[src/rtl/async_fifo_wr_ctrl_if.sv]
// ---------------------------------------------------------------------------
// async_fifo_wr_ctrl_if
// Bus between the write-domain pointer controller of the UART async FIFO and
// its neighbours (write requester, read domain, dual-port RAM).
//   wr_en_i    write request, one entry per cycle
//   rd_gray_i  read-domain Gray pointer, not yet synchronised
//   wen_o      RAM write strobe
//   waddr_o    RAM write address
//   wr_gray_o  registered Gray write pointer for the read domain
//   full_o     FIFO full
//   afull_o    fill level at or above the almost-full threshold
//   wcount_o   fill level seen from the write domain
// master: the environment driving requests; slave: the controller.
// ---------------------------------------------------------------------------
interface async_fifo_wr_ctrl_if #(
   parameter int AW = 5
);
   logic          wr_en_i;
   logic [AW:0]   rd_gray_i;
   logic          wen_o;
   logic [AW-1:0] waddr_o;
   logic [AW:0]   wr_gray_o;
   logic          full_o;
   logic          afull_o;
   logic [AW:0]   wcount_o;

   modport master (
      output wr_en_i, rd_gray_i,
      input  wen_o, waddr_o, wr_gray_o, full_o, afull_o, wcount_o
   );

   modport slave (
      input  wr_en_i, rd_gray_i,
      output wen_o, waddr_o, wr_gray_o, full_o, afull_o, wcount_o
   );
endinterface

[src/rtl/async_fifo_wr_ctrl.sv]
// ---------------------------------------------------------------------------
// async_fifo_wr_ctrl
// Write-domain pointer controller of the UART async FIFO. Advances the binary
// write pointer on accepted writes, drives the RAM strobe/address, publishes
// a registered Gray write pointer, and brings the read pointer across with a
// 2-flop synchroniser to derive full, almost-full and fill level.
// Ports:
//   clk    write-domain clock
//   rst_n  asynchronous active-low reset
//   bus    async_fifo_wr_ctrl_if.slave (request, read pointer in; RAM
//          strobe/address, Gray pointer, flags and level out)
// ---------------------------------------------------------------------------
module async_fifo_wr_ctrl #(
   parameter int DEPTH        = 32,
   parameter int AFULL_THRESH = DEPTH - 4
) (
   input logic                 clk,
   input logic                 rst_n,
   async_fifo_wr_ctrl_if.slave bus
);
   localparam int AW = $clog2(DEPTH);
   localparam logic [AW:0] AFULL_LVL = (AW+1)'(AFULL_THRESH);

   function automatic logic [AW:0] bin2gray(input logic [AW:0] b);
      return (b >> 1) ^ b;
   endfunction

   function automatic logic [AW:0] gray2bin(input logic [AW:0] g);
      logic [AW:0] b;
      b     = '0;
      b[AW] = g[AW];
      for (int i = AW - 1; i >= 0; i--) begin
         b[i] = b[i+1] ^ g[i];
      end
      return b;
   endfunction

   logic [AW:0] wbin_r;
   logic [AW:0] wgray_r;
   logic [AW:0] rq1_r;
   logic [AW:0] rq2_r;
   logic [AW:0] wcount_r;
   logic        full_r;
   logic        afull_r;

   logic        inc_s;
   logic [AW:0] wbin_next_s;
   logic [AW:0] wgray_next_s;
   logic [AW:0] rbin_s;
   logic [AW:0] level_next_s;
   logic [AW:0] full_gray_s;

   // Next-pointer, read-pointer decode and next fill level
   always_comb begin
      inc_s        = 1'b0;
      wbin_next_s  = wbin_r;
      wgray_next_s = wgray_r;
      rbin_s       = '0;
      level_next_s = '0;
      full_gray_s  = '0;

      inc_s        = bus.wr_en_i & ~full_r;
      wbin_next_s  = wbin_r + {{AW{1'b0}}, inc_s};
      wgray_next_s = bin2gray(wbin_next_s);
      rbin_s       = gray2bin(rq2_r);
      // Modulo-2^(AW+1) difference is the true level since it never exceeds DEPTH.
      level_next_s = wbin_next_s - rbin_s;
      // Write pointer is exactly DEPTH ahead when its Gray code equals the
      // read Gray code with the two top bits inverted.
      full_gray_s  = {~rq2_r[AW:AW-1], rq2_r[AW-2:0]};
   end

   // Binary and Gray write pointers load together every edge
   always_ff @(posedge clk or negedge rst_n) begin
      if (!rst_n) begin
         wbin_r  <= '0;
         wgray_r <= '0;
      end else begin
         wbin_r  <= wbin_next_s;
         wgray_r <= wgray_next_s;
      end
   end

   // Two-flop synchroniser for the read-domain Gray pointer
   always_ff @(posedge clk or negedge rst_n) begin
      if (!rst_n) begin
         rq1_r <= '0;
         rq2_r <= '0;
      end else begin
         rq1_r <= bus.rd_gray_i;
         rq2_r <= rq1_r;
      end
   end

   // Registered full, almost-full and fill level
   always_ff @(posedge clk or negedge rst_n) begin
      if (!rst_n) begin
         full_r   <= 1'b0;
         afull_r  <= 1'b0;
         wcount_r <= '0;
      end else begin
         full_r   <= (wgray_next_s == full_gray_s);
         afull_r  <= (level_next_s >= AFULL_LVL);
         wcount_r <= level_next_s;
      end
   end

   assign bus.wen_o     = inc_s;
   assign bus.waddr_o   = wbin_r[AW-1:0];
   assign bus.wr_gray_o = wgray_r;
   assign bus.full_o    = full_r;
   assign bus.afull_o   = afull_r;
   assign bus.wcount_o  = wcount_r;

endmodule

[src/flat_wrapper.sv]
// flat-port wrapper written by rule: the top's interface ports become plain ports
module async_fifo_wr_ctrl_flat 
#(
   parameter int DEPTH        = 32,
   parameter int AFULL_THRESH = DEPTH - 4
)
  (clk, rst_n, bus_wr_en_i, bus_rd_gray_i, bus_wen_o, bus_waddr_o, bus_wr_gray_o, bus_full_o, bus_afull_o, bus_wcount_o);
  async_fifo_wr_ctrl_if #(.AW((5))) bus_i ();
  input logic clk;
  input logic rst_n;
  input wire logic [$bits(bus_i.wr_en_i)-1:0] bus_wr_en_i;
  input wire logic [$bits(bus_i.rd_gray_i)-1:0] bus_rd_gray_i;
  output wire logic [$bits(bus_i.wen_o)-1:0] bus_wen_o;
  output wire logic [$bits(bus_i.waddr_o)-1:0] bus_waddr_o;
  output wire logic [$bits(bus_i.wr_gray_o)-1:0] bus_wr_gray_o;
  output wire logic [$bits(bus_i.full_o)-1:0] bus_full_o;
  output wire logic [$bits(bus_i.afull_o)-1:0] bus_afull_o;
  output wire logic [$bits(bus_i.wcount_o)-1:0] bus_wcount_o;
  assign bus_i.wr_en_i = bus_wr_en_i;
  assign bus_i.rd_gray_i = bus_rd_gray_i;
  assign bus_wen_o = bus_i.wen_o;
  assign bus_waddr_o = bus_i.waddr_o;
  assign bus_wr_gray_o = bus_i.wr_gray_o;
  assign bus_full_o = bus_i.full_o;
  assign bus_afull_o = bus_i.afull_o;
  assign bus_wcount_o = bus_i.wcount_o;
  async_fifo_wr_ctrl #(.DEPTH(DEPTH), .AFULL_THRESH(AFULL_THRESH)) u_core (.clk(clk), .rst_n(rst_n), .bus(bus_i));
endmodule
[config.mk]
export PLATFORM = sky130hd
export DESIGN_NAME = async_fifo_wr_ctrl_flat
export DESIGN_NICKNAME = d
export VERILOG_FILES = /design/src/rtl/async_fifo_wr_ctrl_if.sv /design/src/rtl/async_fifo_wr_ctrl.sv /design/src/flat_wrapper.sv
export SDC_FILE = /design/constraint.sdc
export NUM_CORES = 1
export LEC_CHECK = 0
export CAP_MARGIN = 20
export CORE_MARGIN = 2
export CORE_UTILIZATION = 46
export CTS_CLUSTER_DIAMETER = 40
export DETAILED_ROUTE_END_ITERATION = 12
export PLACE_DENSITY_LB_ADDON = 0.2
export SYNTH_ARGS = -nofsm -noshare
export SYNTH_HDL_FRONTEND = slang
export SYNTH_SLANG_ARGS = --single-unit
[constraint.sdc]
create_clock -name clk -period 2.86 [get_ports clk]
set_input_delay 0.572 -clock clk [delete_from_list [all_inputs] [get_ports clk]]
set_output_delay 0.572 -clock clk [all_outputs]
set_load 0.01 [all_outputs]
==> results.yml, run 1 <==
synthesis:
  yosys.cell_types.count: 39
  synthMuxAreaShare: 0.00667
  synthAdderAreaFrac: 0.0717
  synth_cells: 118
  ys_ff_latch: 31
  synth_nets: 135
  ys_seq_area_frac: 0.517
  async_flop_share: 1.00
  synth_top_flop_cell: "dfrtp_1"
  netlist_area_mm2: 0.00150
  yosys.area_share.simple: 0.0825
  synth_edf_count: 0
  synth_xor_xnor_area_share: 0.204
  synth_compound_gate_area_share: 0.0833
  avgSynthCellArea_um2: 12.7
  synth_top_family_by_area: "XOR/XNOR gates"
  ys.warnings.count: 0
pwr:
  powerDensity_mw_per_mm2: 1280
  p_leak_nw: 0.982
  max-vdd-ir-drop_uv: 813
final_layout:
  fillCellCount: 231
  diodes: 0
  drive_gt1_frac: 0.288
  area_growth_pct: 42.8
  fin_nets: 195
  final_cell_count_no_fill: 221
timing:
  slew_headroom: 0.730
  fin_crit_ns: 2.97
  final_max_slew_viol_count: 0
  worst_pin_slew_ns: 0.405
  fin_ws_ns: -0.108
  setup-violations-final: 1
  min_period_over_period: 1.04
  clock.fmax_mhz: 337
  fin_hold_ws_ns: 0.356
  rsz0062_at_grt: "yes"
  tns_ns: -0.108
  clock_skew_ns: 0.00933
  hold_viol: 0
clock_network:
  cts_made_buffers: 5
  cts_tree: "done"
  ctsHoldBuffers: 0
  worstSkewPairLatency_ns: 0.32
  clock_path_buffers: 2
  clk_pin_slew_ns: 0.09
  ctsHtreeMaxLevel: 2
  cts-root-buf: "clkbuf_4"
  cts.sinks: 31
floorplanning:
  io_pins: 29
  dieArea_mm2: 0.00374
  dieHeight_um: 61.1
  die_x_um: 61.1
  initial_core_util: 0.488
  core_region_area_mm2: 0.00308
  rows: 20
route:
  routedWlPerCell_um: 12.9
  drc_errors: 0
  drtAntennaViolNets: 0
  routed_wl_um: 2860
  drtPass1Iterations: 4
  via_count: 1036
  drtIter0Drc: 29
  detail_route.vias_per_cell: 4.69
critical_path:
  cp-start-kind: "register"
  worstSetupPathType: "register to register"
  critPathArrivalTime_ns: 3.18
  crit_required_ns: 3.07
  worst_setup_path_end_kind: "register"
  path_max_fanout: 3
grt:
  grt_pass1_wl_um: 4730
  grt_max_degree: 32
  grt_usage: 0.183
  grt_pass1_vias: 1083
  antenna_found_initial: 0
  grt_overflow: 0
run_status:
  outcome: "finished, violations left"
  failed_checks: "negative setup slack"
job:
  cap_violations: 0
min_path:
  min-delay-path-class: "register to register"
place:
  place_hpwl_um: 2100
  place_inst: 209
  port_buffers: 28
  gp_congestion: 0.779
synthesized netlist by cell type (2+ instances only):
| cell | n | area share |
|---|---|---|
| nand2_1 | 2 | 0.0050 |
| and3_1 | 2 | 0.0083 |
| ha_1 | 7 | 0.058 |
| nand3_1 | 2 | 0.0067 |
| a21o_1 | 2 | 0.010 |
| nor2b_1 | 4 | 0.017 |
| xor2_1 | 6 | 0.035 |
| a21oi_1 | 4 | 0.013 |
| or3_1 | 2 | 0.0083 |
| buf_2 | 2 | 0.0067 |
| inv_1 | 10 | 0.025 |
| xnor2_1 | 14 | 0.082 |
| xor2_2 | 4 | 0.043 |
| dfrtp_1 | 31 | 0.52 |
| o21ai_0 | 2 | 0.0067 |
kinds of logic (layout without fill, tap and decap cells):
logic type	after synthesis	after routing
and+or+nand+nor	20	20
DFF	31	31
AOI/OAI and AO/OA	18	18
xor gates and xnor gates	27	27
muxes	1	1
buffers and inverters	13	72
adders and majority gates	8	8
path summary, 6_finish.rpt:
| kind | start | end | slack, ns | depth (start not counted) |
|---|---|---|---|---|
| setup / recovery | u_core.rq2_r[4]$_DFF_PN0_ | u_core.bus.afull_o$_DFF_PN0_ | -0.11 | 12 |
| hold / removal | u_core.rq1_r[1]$_DFF_PN0_ | u_core.rq2_r[1]$_DFF_PN0_ | 0.36 | 0 |
| setup reg to reg | u_core.rq2_r[4]$_DFF_PN0_ | u_core.bus.afull_o$_DFF_PN0_ | -0.11 | 12 |
| hold reg to reg | u_core.rq1_r[1]$_DFF_PN0_ | u_core.rq2_r[1]$_DFF_PN0_ | 0.36 | 0 |
| max in group asynchronous | rst_n | u_core.wbin_r[3]$_DFF_PN0_ | 1.93 | 2 |
| min in group asynchronous | rst_n | u_core.wbin_r[2]$_DFF_PN0_ | 0.64 | 2 |
worst max-delay path, stage by stage, from the launching register on:
cell and delay [ns]:
dfrtp_1 0.42, xnor2_2 0.25, xor2_2 0.22, xor2_2 0.23, xor2_2 0.18, xnor2_1 0.09, ha_2 0.20, fa_2 0.39
xnor2_2 0.17, a31oi_1 0.19, and3_4 0.22, o2bb2ai_2 0.05, a211o_1 0.24
layout by cell type, fill, tap and decap left out, types with 3 or more instances in the layout:
cell and count:
inv_1 10, ha_1 5, dfrtp_1 31, xnor2_1 13, xor2_1 6, clkdlybuf4s50_1 28, buf_4 27, clkbuf_4 5
a21oi_1 4, xor2_2 3
final cells by class:
class	count	area, um^2	share of cell area
sequential	31	776	0.362
timing repair buffer	56	494	0.230
tap	44	55.1	0.0257
inverter	10	37.5	0.0175
multi-input combinational	74	741	0.345
clock buffer	6	41.3	0.0193
metrics by stage:
stage                     instance area (um^2)  power, mW  utilization  setup slack [ns]
after CTS                                 2130       2.74        0.691            -0.147
final                                     2140       2.75        0.697            -0.108
after detailed placement                  2010       2.37        0.652            -0.386
after floorplan                           1520       1.69            -            0.0333
after global placement                    2010       2.31        0.652            -0.259
after global routing                      2140       2.98        0.697            -0.307
registers in the layout, indices dropped and copies added (netlist names):
| register | count |
|---|---|
| u_core.bus.wcount_o | 6 |
| u_core.bus.wr_gray_o | 5 |
| u_core.rq1_r | 6 |
| u_core.rq2_r | 6 |
| u_core.bus.afull_o | 1 |
| u_core.wbin_r | 6 |
| u_core.bus.full_o | 1 |
metal layers:
layer | track usage | part of all wire | up-vias
li1 | - | - | 514
met2 | 0.292 | 0.50 | 20
met3 | 0.0756 | 0.046 | 5
met1 | 0.217 | 0.43 | 497
met5 | 0 | 0 | -
met4 | 0.0839 | 0.021 | 0
what timing repair did:
item,CTS,global route
gates cloned,0,0
gates resized for setup,9,3
setup buffers,5,1
endpoints found under the setup margin,2,3
pin swaps,13,5
report_power, final:
part | internal (mW) | switching (mW)
combinational | 1.02 | 0.798
clock | 0.0872 | 0.130
sequential | 0.599 | 0.115
(Power assumes the default switching activity.)
==> run 2, diff against run 1 <==
--- a/config.mk
+++ b/config.mk
@@ -11,6 +11,7 @@
 export CTS_CLUSTER_DIAMETER = 40
 export DETAILED_ROUTE_END_ITERATION = 12
 export PLACE_DENSITY_LB_ADDON = 0.2
+export SETUP_SLACK_MARGIN = 0.05
 export SYNTH_ARGS = -nofsm -noshare
 export SYNTH_HDL_FRONTEND = slang
 export SYNTH_SLANG_ARGS = --single-unit
==> constraint.sdc (replaced) <==
create_clock -name clk -period 2.86 [get_ports clk]
set_input_delay 0.572 -clock clk [delete_from_list [all_inputs] [get_ports clk]]
set_output_delay 0.572 -clock clk [all_outputs]
set_load 0.005 [all_outputs]
==> run 2 against run 1 <==
The flow still finishes with violations (negative setup slack). Non-clock buffer count grew 2. Global-route usage shrank 0.089 points. Design area grew 0.12%. Flip-flop and latch count is the same. Fmax grew 0.37%. Via count grew 2.6%. Final cell count grew 1.8%. Utilization grew 0.081 points. Critical path type unchanged. Critical endpoint unchanged.
==> results.yml, run 2 (same netlist as run 1, synthesis figures left out) <==
run_status:
  outcome: "finished, violations left"
  failed_checks: "negative setup slack"
pwr:
  seq_power_share: 0.262
  max-vdd-ir-drop_uv: 823
  p_leak_nw: 0.988
  internal-power_mw: 1.73
  p_clk_frac: 0.086
  netSwitchingFraction: 0.362
  p_comb_frac: 0.652
  p_switching_mw: 0.982
  powerDensity_mw_per_mm2: 1260
clock_network:
  clk_pin_slew_ns: 0.09
  clock_path_buffers: 2
  cts-root-buf: "clkbuf_4"
  cts.sinks: 31
  ctsHtreeMaxLevel: 2
  cts_made_buffers: 5
  cts_tree: "done"
  worstSkewPairLatency_ns: 0.33
final_layout:
  drive_gt1_frac: 0.271
  finish.utilization: 0.698
  area_growth_pct: 43.0
  final_cell_mix: "31 x dfrtp_1, 30 x buf_4, 28 x clkdlybuf4s50_1, 13 x xnor2_1, 10 x inv_1"
  diodes: 0
  fin_nets: 197
  final_common_cell: "dfrtp_1"
floorplanning:
  core_region_area_mm2: 0.00308
  dieHeight_um: 61.1
  dieArea_mm2: 0.00374
  io_pins: 29
  initial_core_util: 0.488
  rows: 20
  die_x_um: 61.1
critical_path:
  worst_setup_path_end_kind: "register"
  worstReg2RegStart: "u_core.rq2_r[4]$_DFF_PN0_"
  critPathLaunch: "u_core.rq2_r[4]$_DFF_PN0_"
  crit_required_ns: 3.08
  critPathArrivalTime_ns: 3.17
  worstSetupPathType: "register to register"
  path_max_fanout: 5
  cp-start-kind: "register"
job:
  cap_violations: 0
route:
  detail_route.vias_per_cell: 4.72
  top_layer_used: "met4"
  drc_errors: 0
  wl_met1_um: 1200
  wl_met3_um: 153
  routed_wl_um: 2830
  drtAntennaViolNets: 0
  drtIter0Drc: 35
  via_count: 1063
  met2_length_um: 1430
  drtPass1Iterations: 4
  routedWlPerCell_um: 12.6
timing:
  min_period_over_period: 1.03
  fin_ws_ns: -0.0968
  slew_headroom: 0.745
  setup-violations-final: 1
  hold_viol: 0
  final_max_slew_viol_count: 0
  fin_crit_ns: 2.96
  clock_skew_ns: 0.0125
  clock.fmax_mhz: 338
  worst_pin_slew_ns: 0.383
  rsz0062_at_grt: "yes"
grt:
  antenna_found_initial: 0
  grt_pass1_wl_um: 4770
  grt_pass1_vias: 1092
  grt_overflow: 0
  grt_usage: 0.182
  grt_max_degree: 32
place:
  place_hpwl_um: 2080
  preCtsSetupSlack_ns: -0.366
  gp_congestion: 0.766
  port_buffers: 28
min_path:
  min-delay-path-class: "register to register"
  hp-start: "u_core.rq1_r[4]$_DFF_PN0_"
## run 2: worst max-delay path: stages (launching register included)
cell	delay, ns
dfrtp_1	0.42
xnor2_2	0.26
xor2_2	0.24
xor2_2	0.23
xor2_2	0.20
xnor2_1	0.10
ha_2	0.19
fa_2	0.40
xnor2_2	0.16
a31oi_1	0.12
and3_1	0.19
o2bb2ai_1	0.07
a211o_1	0.25
## run 2: power groups by stage
stage	logic, mW	registers (mW)	clock network, mW
4_1_cts	1.72	0.714	0.247
5_1_grt	1.94	0.734	0.269
3_3_place_gp	1.61	0.717	0
2_1_floorplan	0.983	0.697	0
3_5_place_dp	1.66	0.722	0
6_report	1.77	0.711	0.234
## run 2: path summary, 6_finish.rpt
| check | slack [ns] | to | depth (start not counted) |
|---|---|---|---|
| setup / recovery | -0.1 | u_core.bus.afull_o$_DFF_PN0_ | 12 |
| hold / removal | 0.35 | u_core.rq2_r[4]$_DFF_PN0_ | 0 |
| setup reg to reg | -0.1 | u_core.bus.afull_o$_DFF_PN0_ | 12 |
| hold reg to reg | 0.35 | u_core.rq2_r[4]$_DFF_PN0_ | 0 |
| max in group asynchronous | 1.94 | u_core.rq1_r[0]$_DFF_PN0_ | 2 |
| min in group asynchronous | 0.63 | u_core.bus.wr_gray_o[0]$_DFF_PN0_ | 2 |
## run 2: what timing repair did
action,in CTS,in global routing
resized for setup,1,5
hold buffers,0,0
hold endpoints to repair,0,0
pin swaps,9,2
setup endpoints to repair,2,4
buffers inserted,5,2
## run 2: metal layers
layer	vias up	GRT usage
met5	-	0
met2	34	0.299
li1	518	-
met1	507	0.211
met4	0	0.102
met3	4	0.0567
## run 2: metrics by stage
step / cell area (um^2) / TNS [ns] / hold slack, ns / instances / power (mW)
final: 2150 / -0.0968 / 0.351 / 225 / 2.71
after global routing: 2150 / -0.268 / 0.361 / 225 / 2.95
after CTS: 2120 / -0.0584 / 0.355 / 223 / 2.69
after global placement: 2030 / -0.469 / 0.333 / 210 / 2.32
after detailed placement: 2030 / -0.736 / 0.336 / 210 / 2.38
after floorplan: 1540 / 0 / 0.276 / 118 / 1.68
## run 2: area by class of cell
| type | instances | area (um^2) |
|---|---|---|
| Multi-Input combinational cell | 74 | 723 |
| Inverter | 10 | 37.5 |
| Clock inverter | 1 | 5.00 |
| Clock buffer | 7 | 45.0 |
| Timing Repair Buffer | 58 | 505 |
| Sequential cell | 31 | 776 |
| Tap cell | 44 | 55.1 |
| Fill cell | 241 | 931 |
